**src/rtl/instr_fetch.sv**
```systemverilog
// instr_fetch: PC holder and instruction-memory read initiator with valid/ready hand-off to decode
module instr_fetch #(
  parameter logic [31:0] RESET_PC   = 32'd0,
  parameter int          READ_WAIT  = 2,
  parameter int          PROG_BYTES = 20
) (
  input  logic        clk,
  input  logic        reset,
  output logic [31:0] mem_addr,
  input  logic [31:0] mem_instr,
  output logic [31:0] instr_out,
  output logic [31:0] pc_out,
  output logic        instr_valid,
  input  logic        instr_ready,
  input  logic        branch_valid,
  input  logic [31:0] branch_target,
  output logic        done
);
  localparam int              CW       = READ_WAIT > 1 ? $clog2(READ_WAIT) : 1;
  localparam logic [CW-1:0]   CNT_LAST = CW'(READ_WAIT - 1);
  localparam logic [31:0]     PROG_END = 32'(PROG_BYTES);
  typedef enum logic [1:0] {S_WAIT, S_HOLD, S_DONE} state_t;
  state_t        r_state;
  logic [31:0]   r_pc;
  logic [CW-1:0] r_cnt;
  logic [31:0]   r_instr;
  logic [31:0]   r_pc_out;
  logic          r_valid;
  logic          r_done;
  logic          w_accept;
  logic [31:0]   w_target;
  logic          w_unused_bits;
  assign w_accept      = r_valid && instr_ready;
  assign w_target      = {branch_target[31:2], 2'b00};
  assign w_unused_bits = &{1'b0, branch_target[1:0]};
  assign mem_addr      = r_pc;
  assign instr_out     = r_instr;
  assign pc_out        = r_pc_out;
  assign instr_valid   = r_valid;
  assign done          = r_done;
  // Fetch sequencer: redirect overrides everything, otherwise wait/capture/hold/stop
  always_ff @(posedge clk or negedge reset) begin
    if (!reset) begin
      r_state  <= S_WAIT;
      r_pc     <= RESET_PC;
      r_cnt    <= '0;
      r_instr  <= '0;
      r_pc_out <= '0;
      r_valid  <= 1'b0;
      r_done   <= 1'b0;
    end else if (branch_valid) begin
      r_state <= S_WAIT;
      r_pc    <= w_target;
      r_cnt   <= '0;
      r_valid <= 1'b0;
      r_done  <= 1'b0;
    end else begin
      case (r_state)
        S_WAIT: begin
          if (r_cnt == CNT_LAST) begin
            r_instr  <= mem_instr;
            r_pc_out <= r_pc;
            r_valid  <= 1'b1;
            r_pc     <= r_pc + 32'd4;
            r_cnt    <= '0;
            r_state  <= S_HOLD;
          end else begin
            r_cnt <= r_cnt + CW'(1);
          end
        end
        S_HOLD: begin
          if (w_accept) begin
            r_valid <= 1'b0;
            r_cnt   <= '0;
            r_state <= (r_pc >= PROG_END) ? S_DONE : S_WAIT;
            r_done  <= (r_pc >= PROG_END);
          end
        end
        S_DONE: r_done <= 1'b1;
        default: r_state <= S_WAIT;
      endcase
    end
  end
endmodule

```
**config.mk**
```make
export PLATFORM = sky130hd
export DESIGN_NAME = instr_fetch
export DESIGN_NICKNAME = d
export VERILOG_FILES = /design/src/rtl/instr_fetch.sv
export SDC_FILE = /design/constraint.sdc
export NUM_CORES = 1
export LEC_CHECK = 0
export ABC_CLOCK_PERIOD_IN_PS = 2650
export CAP_MARGIN = 0
export CORE_ASPECT_RATIO = 0.9
export CORE_MARGIN = 5
export CORE_UTILIZATION = 45
export CTS_CLUSTER_SIZE = 30
export DETAILED_ROUTE_END_ITERATION = 12
export MAX_ROUTING_LAYER = met4
export PLACE_DENSITY = 0.81
export SYNTH_ARGS = -nofsm -noshare
export SYNTH_HDL_FRONTEND = slang
export SYNTH_SLANG_ARGS = --single-unit
```
**constraint.sdc**
```tcl
create_clock -name clk -period 2.65 [get_ports clk]
set_input_delay 0.53 -clock clk [delete_from_list [all_inputs] [get_ports clk]]
set_output_delay 0.53 -clock clk [all_outputs]
set_load 0.03 [all_outputs]
```
### Word-level counts from Yosys, hierarchy flattened

Cells that the tools add are included.

* register bits after elaboration: 101
* output and inout port bits: 98
* word-level logic and storage cells: 46

* add/sub/neg operators: 2
* order comparisons: 1
* equal/unequal tests: 5
* mux-type cells: 18
* bitwise operators: 1
* reductions and logical operators: 12

Operators with widths (number)
* two-way mux 32 bit: 3
* adder 32 x 3 -> 32 bit (second input constant): 1
* greater-or-equal comparator 32 x 5 -> 1 bit (second input constant): 1
* AND reduction 3 bit: 3
* two-way mux 2 bit: 4
* two-way mux 1 bit: 7
* inequality test 3 bit (second input constant): 2
* case mux 1 bit (2 select lines): 3
* case mux 2 bit (3 select lines): 1
* AND reduction 2 bit: 3
* nonzero test 3 bit: 2
* nonzero test 2 bit: 2
* equality test 2 x 1 -> 1 bit (second input constant): 1
* equality test 2 bit (second input constant): 1
* zero test 2 bit: 1
* inequality test 2 bit (second input constant): 1
* adder 1 bit (second input constant): 1
* logical AND 1 bit: 1
* inverter 1 bit: 1

### Longest topological paths before layout

* depth in word-level cells: 5
* mapped depth: 7

### Worst setup path before layout

No wires, ideal clock.

* path type: register to register
* from: register r_pc[2], in the netlist mem_addr[2]
* to: register r_pc[22], in the netlist mem_addr[22]
* library setup time: 82 ps
* data arrival time: 2045 ps
* slack: 523 ps
* cell stages (with the launch flop): 6
* period minus slack after synthesis: 2127 ps
* path through: dfrtp_1 > ha_1 > nand4bb_4 > or4_4 > or4_1 > a31oi_1

* word-level cells in the longest chain between the ends: 4

Ends and longest elaborated chain
* from (decl): RTL line 24 `logic [31:0] r_pc;`
* from (signal assigned): RTL line 53 `r_pc <= w_target;`
* from (signal assigned): RTL line 64 `r_pc <= r_pc + 32'd4;`
* adder 32 x 3 -> 32 bit: RTL line 64
* two-way mux 32 bit: RTL line 60 `if (r_cnt == CNT_LAST) begin`
* two-way mux 32 bit: RTL line 58 `case (r_state)`
* two-way mux 32 bit: RTL line 51 `end else if (branch_valid) begin`

Every way passes these cells. The select of a mux whose other input is x is not followed.
A chain may end at the register's enable or synchronous reset.

### Final worst setup path

* from: register r_pc[11], in the netlist mem_addr[11]
* to: output port mem_addr[11]

RTL lines
* to (decl): RTL line 9 `output logic [31:0] mem_addr,`

No word-level cell between the ends.

==> results by group <==
Clock tree
  • Clock Sinks: 97
  • Clk slew on worst S/H paths: about 0.1 ns
  • Skew-Pair Late Insertion Delay: roughly 0.36 ns
  • Setup bufs post-CTS: 0
  • Root buffer cell: clkbuf_8
  • Hold_buf cts: 0
  • H-tree levels: 3
  • Longest Clk Path Bufs: 2
  • CTS Buf Count: 9
  • TritonCTS clock tree: yes
  • CTS resizes: 0

Global route
  • Vias in the first global route: 3710
  • GRT Total Usage: 20.3%
  • Initial antenna violation count: 0
  • First-pass GRT wire length: 18900 um
  • Largest net degree at the start of global routing: 59
  • Congestion Overflow GR: 0

Critical path
  • Worst setup SP type: flop
  • Crit path largest cell delay: 0.67 ns
  • Reg2Reg Depth: 5
  • Crit. Startpoint: mem_addr[11]$_DFFE_PN0P_
  • Crit Path Max Fanout: 5
  • CP Class: flop to output port
  • CP max-delay cell: clkdlybuf4s50_1
  • CP endpoint kind: output port
  • Reg2Reg Setup Slack: 0.53 ns
  • Crit path to: mem_addr[11]
  • Reg2reg end: mem_addr[15]$_DFFE_PN0P_
  • Crit-path cells: buf_4 > clkdlybuf4s50_1
  • CP required: approximately 2.1 ns
  • WP data arrival: 1.63 ns
  • RR Startpoint: r_state[1]$_DFFE_PN0P_

Synthesis
  • Main synth FF type: dfrtp_1
  • Syn avg cell area: 11.7 sq um
  • Sequential-to-total area share from yosys stat: 54.4%
  • Synth Cell Area: between 0.004 and 0.005 sq mm
  • Post-synth EDFFs: 0
  • Seq cells post-synth: 97
  • Cell variety after synth: 43
  • YS warnings: 0
  • Post-synth ARST share: 100%
  • Post-Syn Instances: 380

STA
  • Worst slew pin tran: 0.748 ns
  • Setup Viol. Count Final: 0
  • FMAX: 0.463 GHz
  • RSZ-0062 raised after global routing: no
  • Pins Over Slew Limit: 0
  • Rel. slew slack: 50.1%
  • Clock Skew: around 0.012 ns
  • Final min period: 2.16 ns
  • Final worst-path cycle share: 81.6%
  • Setup TNS: 0 ns
  • Hold Fails Final Rpt: 0

Floorplan
  • Initial Util: around 46%
  • DIE HEIGHT: ~100 um
  • Core area: between 0.009 and 0.01 sq mm
  • Row count: 34
  • Total die area: 0.0120 sq mm
  • Die width: 115 um
  • # IOs: around 170

Power
  • Pwr Total: 6080 uW
  • PD cells: 954 mW/mm^2
  • Leakage: 0.00250 uW
  • Maximum VDD drop: 0.000564 V

Detailed routing
  • Drt wl/cell: 17.3 um
  • Post-Route WL: 11600 um
  • Met1 WL: 4960 um
  • DRC: 0
  • Antenna-violating nets left: 0
  • TritonRoute pass-1 iters: 4
  • Vias per cell: between 5 and 6
  • Max Used Layer: met4
  • Met3 wire len: 841 um
  • Metal2 WL: between 5000 and 6000 um
  • DR vias: 3647
  • Initial DRC Count: 169

Final layout
  • Synth-to-layout area growth: 42.7%
  • Antenna diode count: 0
  • Final-stage net count: 608
  • Post-layout util: 65.7%
  • Fill cell count: ~780
  • Share of post-route cells with drive strength above 1: 17.5%

Run
  • Max-cap violations: 0

Place
  • Placed wire-length estimate: 8720 um
  • RePlAce Congestion: 0.822
  • PortBufs: 159

Status
  • Status: finished, final reports clean

Min path
  • Min-delay worst type: input port to asynchronous set/reset pin
[cell type report]
cell class | instances | area [sq um] | area share [%]
multi-input cells | 253 | 1890 | 29.7
inverters | 9 | 33.8 | 0.530
flip-flops and latches | 97 | 2430 | 38.1
well taps | 126 | 158 | 2.47
clock buffers | 10 | 138 | 2.16
repair buffers | 167 | 1670 | 26.3
clock inverters | 6 | 51.3 | 0.805
[state kept, by name, indices dropped and copies added, names as in the netlist]
name and flops:
instr_out 32, mem_addr 30, pc_out 30, r_state 2, done 1, instr_valid 1, r_cnt 1
[worst max-delay path: cells and delay by family, from the launching register on]
| kind | cells | cell delay (ns) |
|---|---|---|
| buffers and inverters | 2 | 0.84 |
| flip-flops | 1 | 0.43 |
[layout by cell type, fill, tap and decap left out, drive strengths merged, types with 3 or more instances in the layout]
master and instances:
and4 4, nand2 22, and3 6, and2 3
xnor2 6, or3 5, o31ai 11, xor2 4
or4 14, o21ai 19, a21oi 3, mux2 63
ha 3, dfrtp 97, clkdlybuf4s50 158, buf 9
inv 11, nand4 9, nand3 12, clkbuf 10
conb 4, a31oi 16, nor2 20, nor4 7
nor3 4, clkinvlp 3
[how the worst min path moves through the flow]
stage,from,endpoint,slack (ns),cells past startpoint
floorplan,reset,done$_DFFE_PN0P_,0.23,0
global placement,instr_out[17]$_DFFE_PN0P_,instr_out[17]$_DFFE_PN0P_,0.49,1
detailed placement,pc_out[9]$_DFFE_PN0P_,pc_out[9]$_DFFE_PN0P_,0.50,1
CTS,reset,pc_out[21]$_DFFE_PN0P_,0.23,1
global route,reset,pc_out[21]$_DFFE_PN0P_,0.27,1
finish,reset,mem_addr[27]$_DFFE_PN0P_,0.22,1
[metal layers]
layer	vias up	GRT usage (%)
li1	1713	-
met1	1797	27.2
met2	126	31.7
met3	11	4.54
met4	0	4.86
met5	-	-
[logic make-up after synthesis]
group	after synthesis	synth area share, %
other	1	0.0840
multiplexers	63	15.9
AND/OR/NAND/NOR	114	14.9
AO/OA/AOI/OAI	59	8.41
XOR/XNOR	10	1.96
adder cells (fa/ha/maj)	3	0.841
buffers and inverters	33	3.59
flip-flops	97	54.4
[Yosys cell counts, drive strengths merged (7+ instances only)]
| cell | n | share of area (%) |
|---|---|---|
| nor4 | 7 | 0.98 |
| nand4 | 9 | 1.4 |
| mux2 | 63 | 16 |
| nand3 | 12 | 1.5 |
| clkbuf | 9 | 0.76 |
| inv | 9 | 0.76 |
| o31ai | 11 | 1.8 |
| buf | 15 | 2.1 |
| or4 | 14 | 2.4 |
| dfrtp | 97 | 54 |
| a31oi | 16 | 2.2 |
| nand2 | 22 | 1.8 |
| o21ai | 19 | 2.1 |
| nor2 | 20 | 1.7 |
[power by group]
| group | internal [uW] | switching [uW] | total (uW) |
|---|---|---|---|
| logic | 1330 | 1530 | 2860 |
| registers | 1970 | 329 | 2300 |
| clock network | 378 | 537 | 916 |
[through the flow]
| step | instance area (sq um) | setup WS, ns | instances | hold slack (ns) |
|---|---|---|---|---|
| detailed placement | 6180 | 0.459 | 652 | 0.495 |
| global placement | 6180 | 0.492 | 652 | 0.488 |
| floorplan | 4480 | 0.523 | 383 | 0.234 |
| global route | 6370 | 0.364 | 668 | 0.270 |
| finish | 6370 | 0.488 | 668 | 0.216 |
| CTS | 6370 | 0.466 | 668 | 0.234 |
Note: power is estimated with default switching activity, not from simulation.
